### src/rtl/dma_mem_arbiter.sv
// Arbitrates the single-port data memory between the CPU load/store port and the DMA engine,
// with burst ownership, a starvation bound and owner-tagged read-data return.
module dma_mem_arbiter #(
    parameter int ADDR_WIDTH = 32,
    parameter int DATA_WIDTH = 32,
    parameter int MAX_BURST  = 16,
    localparam int CNT_W     = $clog2(MAX_BURST + 1)
) (
    input  logic                  clk,
    input  logic                  rst_n,
    input  logic                  cpu_req,
    input  logic                  cpu_we,
    input  logic [ADDR_WIDTH-1:0] cpu_addr,
    input  logic [DATA_WIDTH-1:0] cpu_wdata,
    output logic                  cpu_gnt,
    output logic [DATA_WIDTH-1:0] cpu_rdata,
    output logic                  cpu_rvalid,
    input  logic                  dma_req,
    input  logic                  dma_we,
    input  logic [ADDR_WIDTH-1:0] dma_addr,
    input  logic [DATA_WIDTH-1:0] dma_wdata,
    output logic                  dma_gnt,
    output logic [DATA_WIDTH-1:0] dma_rdata,
    output logic                  dma_rvalid,
    output logic                  mem_en,
    output logic                  mem_we,
    output logic [ADDR_WIDTH-1:0] mem_addr,
    output logic [DATA_WIDTH-1:0] mem_wdata,
    input  logic [DATA_WIDTH-1:0] mem_rdata,
    output logic [1:0]            dbg_state,
    output logic [CNT_W-1:0]      dbg_burst_cnt
);
    // Handshake: a requester holds req and its fields until it sees gnt in the same cycle;
    // gnt is the acceptance, writes finish there, reads return one cycle later with rvalid.
    localparam logic [1:0] ST_IDLE = 2'd0;
    localparam logic [1:0] ST_DMA  = 2'd1;
    localparam logic [1:0] ST_CPU  = 2'd2;
    localparam logic [CNT_W-1:0] MAX_CNT = CNT_W'(MAX_BURST);

    logic [1:0]            state_q, state_d;
    logic [CNT_W-1:0]      cnt_q, cnt_d;
    logic                  rd_pend_q, rd_dma_q;
    logic [DATA_WIDTH-1:0] cpu_rdata_q, dma_rdata_q;
    logic                  cpu_act, dma_act, own_is_dma, own_req, oth_req;

    // Requests are masked while reset is asserted so nothing is granted during reset.
    assign cpu_act    = cpu_req & rst_n;
    assign dma_act    = dma_req & rst_n;
    assign own_is_dma = (state_q == ST_DMA);
    assign own_req    = own_is_dma ? dma_act : cpu_act;
    assign oth_req    = own_is_dma ? cpu_act : dma_act;

    always_comb begin
        state_d = state_q;
        cnt_d   = cnt_q;
        cpu_gnt = 1'b0;
        dma_gnt = 1'b0;
        case (state_q)
            ST_IDLE: begin
                if (dma_act) begin
                    dma_gnt = 1'b1;
                    state_d = ST_DMA;
                    cnt_d   = CNT_W'(1);
                end else if (cpu_act) begin
                    cpu_gnt = 1'b1;
                    state_d = ST_CPU;
                    cnt_d   = CNT_W'(1);
                end
            end
            ST_DMA, ST_CPU: begin
                if (own_req && (!oth_req || cnt_q < MAX_CNT)) begin
                    dma_gnt = own_is_dma;
                    cpu_gnt = !own_is_dma;
                    // Only cycles where the other side waits count toward its bound.
                    cnt_d   = oth_req ? cnt_q + 1'b1 : '0;
                end else if (oth_req) begin
                    dma_gnt = !own_is_dma;
                    cpu_gnt = own_is_dma;
                    state_d = own_is_dma ? ST_CPU : ST_DMA;
                    cnt_d   = CNT_W'(1);
                end else begin
                    state_d = ST_IDLE;
                    cnt_d   = '0;
                end
            end
            default: begin
                state_d = ST_IDLE;
                cnt_d   = '0;
            end
        endcase
    end

    always_comb begin
        mem_en    = cpu_gnt | dma_gnt;
        mem_we    = 1'b0;
        mem_addr  = '0;
        mem_wdata = '0;
        if (dma_gnt) begin
            mem_we    = dma_we;
            mem_addr  = dma_addr;
            mem_wdata = dma_wdata;
        end else if (cpu_gnt) begin
            mem_we    = cpu_we;
            mem_addr  = cpu_addr;
            mem_wdata = cpu_wdata;
        end
    end

    always_ff @(posedge clk or negedge rst_n) begin
        if (!rst_n) begin
            state_q     <= ST_IDLE;
            cnt_q       <= '0;
            rd_pend_q   <= 1'b0;
            rd_dma_q    <= 1'b0;
            cpu_rdata_q <= '0;
            dma_rdata_q <= '0;
        end else begin
            state_q   <= state_d;
            cnt_q     <= cnt_d;
            rd_pend_q <= mem_en & ~mem_we;
            rd_dma_q  <= dma_gnt;
            if (cpu_rvalid) cpu_rdata_q <= mem_rdata;
            if (dma_rvalid) dma_rdata_q <= mem_rdata;
        end
    end

    // The owner tag steers the returning word; the idle side keeps its last word.
    assign cpu_rvalid    = rd_pend_q & ~rd_dma_q;
    assign dma_rvalid    = rd_pend_q & rd_dma_q;
    assign cpu_rdata     = cpu_rvalid ? mem_rdata : cpu_rdata_q;
    assign dma_rdata     = dma_rvalid ? mem_rdata : dma_rdata_q;
    assign dbg_state     = state_q;
    assign dbg_burst_cnt = cnt_q;
endmodule

### config.mk
export PLATFORM = sky130hd
export DESIGN_NAME = dma_mem_arbiter
export DESIGN_NICKNAME = d
export VERILOG_FILES = /design/src/rtl/dma_mem_arbiter.sv
export SDC_FILE = /design/constraint.sdc
export NUM_CORES = 1
export LEC_CHECK = 0
export ABC_AREA = 1
export CORE_AREA = 5 5 117 119
export DETAILED_ROUTE_END_ITERATION = 10
export DIE_AREA = 0 0 122 124
export PLACE_DENSITY = 0.77
export SLEW_MARGIN = 15
export SYNTH_ARGS = -nofsm -noshare
export SYNTH_HDL_FRONTEND = slang
export SYNTH_SLANG_ARGS = --single-unit
### constraint.sdc
create_clock -name clk -period 8 [get_ports clk]
set_input_delay 2.4 -clock clk [delete_from_list [all_inputs] [get_ports clk]]
set_output_delay 2.4 -clock clk [all_outputs]
set_load 0.05 [all_outputs]
==> impl_metrics.yaml <==
critical_path:
  cp.arrival_ns: 4.54
  reg2reg_to: "rd_pend_q$_DFF_PN0_"
  critical_path.n_buffers_inverters: 3
  crit_top_cell: "nand2_1"
  r2r-start: "dbg_state[1]$_DFFE_PN0P_"
  slowest_stage: "clkdlybuf4s50_1"
  path_delay_family: "buffers and inverters"
  required_ns: 5.60
  cp-end-kind: "output port"
  critPathKind: "in2out"
  reg2reg_slack_ns: 5.68
  slowest_delay_ns: 0.47
  r2r_cells: 12
  cp_cell_sequence: "clkdlybuf4s50_1, nand2_2, o21ai_2, nand2_1, nand2_1, nand3_1, a21oi_4, buf_12, nand3_1, nand2_1, buf_4"
  path_max_fanout: 59
  start_kind: "primary input"
route:
  wl_per_cell_um: 15.0
  viasPerCell: 4.48
  drtIter0Drc: 307
  drc: 0
  wl_um: 15100
  vias: 4497
  dr.pass1.iters: 4
  ant_nets: 0
sta:
  rsz0062_at_grt: "false"
  relSlewSlack: 0.323
  timing.setup.tns_ns: 0
  clock_skew_ns: 0.00288
  period_share: 0.868
  tightest_slew_ns: 1.01
  hold_ws_ns: 0.494
  finalMaxSlewViolations: 0
  max_freq_ghz: 0.144
  finalCriticalPeriod_ns: 6.94
  finalHoldViolations: 0
  setup_viol: 0
clocking:
  clock_sinks: 73
  htreeDepth: 3
  post_cts_buffers: 0
  cts-buffers-inserted: 9
  cts.path.max_buffers: 2
  clockRootBuffer: "clkbuf_16"
  cts_resized: 0
  tritoncts: "done"
  cts_hold_buffers: 0
  clk_latency_ns: 0.33
  clk_pin_slew_ns: 0.06
place:
  dpl-instance-area_sq_um: 6940
  gp_congestion: 0.823
  port_buffers: 306
  post-dp-hpwl_um: 12100
  dp.cells: 988
yosys:
  syn_inst: 538
  synth_most_common_cell: "nand2_1"
  yosysTopAreaCellShare: 0.469
  ys_async_sr_fraction: 1.00
  synth_edf_count: 0
  yosysSeqAreaShare: 0.469
  synth_warnings: 0
  yosys_register_bits: 73
  synthTopCellsByCount: "nand2_1, nand3_1, dfrtp_1, o21ai_0, inv_1"
  ys.flop_type: "dfrtp_1"
  avgSynthCellArea_sq_um: 7.23
  syn_area_sq_um: 3890
  syn_nets: 709
  synthDistinctLibCells: 25
  netlist_top_cells_area: "dfrtp_1, nand2_1, nand3_1, o21ai_0, inv_1"
  yosys.area.top_type: "dfrtp_1"
floorplanning:
  rows: 41
  die_area_sq_um: 15100
  core-area_sq_um: 12500
  io-pin-count: 307
  fp.dieW_um: 122
  die_y_um: 124
  start_util: 0.312
cells_and_area:
  fin_cells: 1004
  final_layout_size_suffix_gt1_frac: 0.117
  design_area_sq_um: 7270
  diodes: 0
  layout.nets: 998
  area_growth_pct: 86.8
global_route:
  grt.total_usage: 0.188
  grt_pass1_wl_um: 22300
  antenna_found_initial: 0
  overflow: 0
  grt_max_degree: 67
  grt_pass1_vias: 4388
hold_path:
  holdPathStages: 2
  worstHoldStart: "cpu_rdata_q[6]$_DFF_PN0_"
  hold_class: "reg2reg"
  hold_path_end: "cpu_rdata_q[6]$_DFF_PN0_"
outcome:
  status: "finished, final reports clean"
run:
  maxCapViolations: 0
area by class of cell:
type | instances | area [sq um]
tap | 172 | 215
clock inverter | 6 | 90.1
fill | 1125 | 5200
multi-input combinational | 382 | 1720
sequential | 73 | 1830
clock buffer | 10 | 239
inverter | 50 | 188
timing repair buffer | 311 | 2990
worst min-delay path: cells and delay by family, from the launching register on:
family	cells	cell delay, ns
simple gates	1	0.04
flops	1	0.32
compound gates	1	0.09
flip-flops by register name, indices dropped and copies added, names as in the netlist:
signal / flops
cpu_rdata_q: 32
rd_dma_q: 1
rd_pend_q: 1
dbg_state: 2
dbg_burst_cnt: 5
dma_rdata_q: 32
kinds of logic (layout without fill, tap and decap cells):
family | Yosys count | count (layout) | synth area share
adders and majority gates | 5 | 5 | 0.0161
buffers and inverters | 83 | 377 | 0.0916
and+or+nand+nor | 300 | 300 | 0.317
AOI/OAI and AO/OA | 76 | 76 | 0.104
xor gates and xnor gates | 1 | 1 | 0.00225
DFF | 73 | 73 | 0.469
placed cells by master (no fill, tap or decap):
cell type / count
clkbuf_8: 1
clkbuf_16: 9
xnor2_1: 1
nand2_1: 213
a31oi_1: 1
nand4_1: 1
clkinv_2: 1
ha_1: 5
clkdlybuf4s50_1: 237
nand3_1: 75
a32o_1: 1
inv_1: 48
a21oi_4: 1
o21ai_0: 65
o31ai_1: 1
o22ai_1: 2
a21oi_1: 3
nor2_4: 1
bufinv_16: 2
clkinv_4: 1
o21ai_2: 1
inv_2: 2
a22o_1: 1
buf_12: 5
buf_4: 69
nor3_1: 1
clkinvlp_4: 1
nor2_1: 7
inv_6: 1
dfrtp_1: 73
nand2_2: 2
through the flow:
stage          setup slack [ns]  utilization
3_3_place_gp               1.07        0.557
6_report                   1.06        0.583
4_1_cts                    1.04        0.583
5_1_grt                   0.861        0.583
3_5_place_dp               1.05        0.557
2_1_floorplan              1.72            -
how the worst max path moves through the flow:
stage / startpoint / slack (ns) / end / cells after the start
2_1_floorplan: cpu_req / 1.72 / mem_addr[22] / 10
4_1_cts: cpu_req / 1.04 / mem_wdata[7] / 11
5_1_grt: dma_req / 0.86 / mem_wdata[7] / 11
6_report: cpu_req / 1.06 / mem_wdata[7] / 11
3_5_place_dp: cpu_req / 1.05 / mem_wdata[7] / 11
3_3_place_gp: cpu_req / 1.07 / mem_wdata[7] / 11
layer usage:
metal,part of all wire,up-vias,GRT usage
li1,-,2290,-
met1,0.38,1987,0.220
met2,0.50,199,0.326
met3,0.099,21,0.0618
met4,0.023,0,0.0644
met5,0,-,0
Power is left out: the tool's default activity adds up to more than one toggle a clock period on the data nets, which glitch-free logic cannot reach.
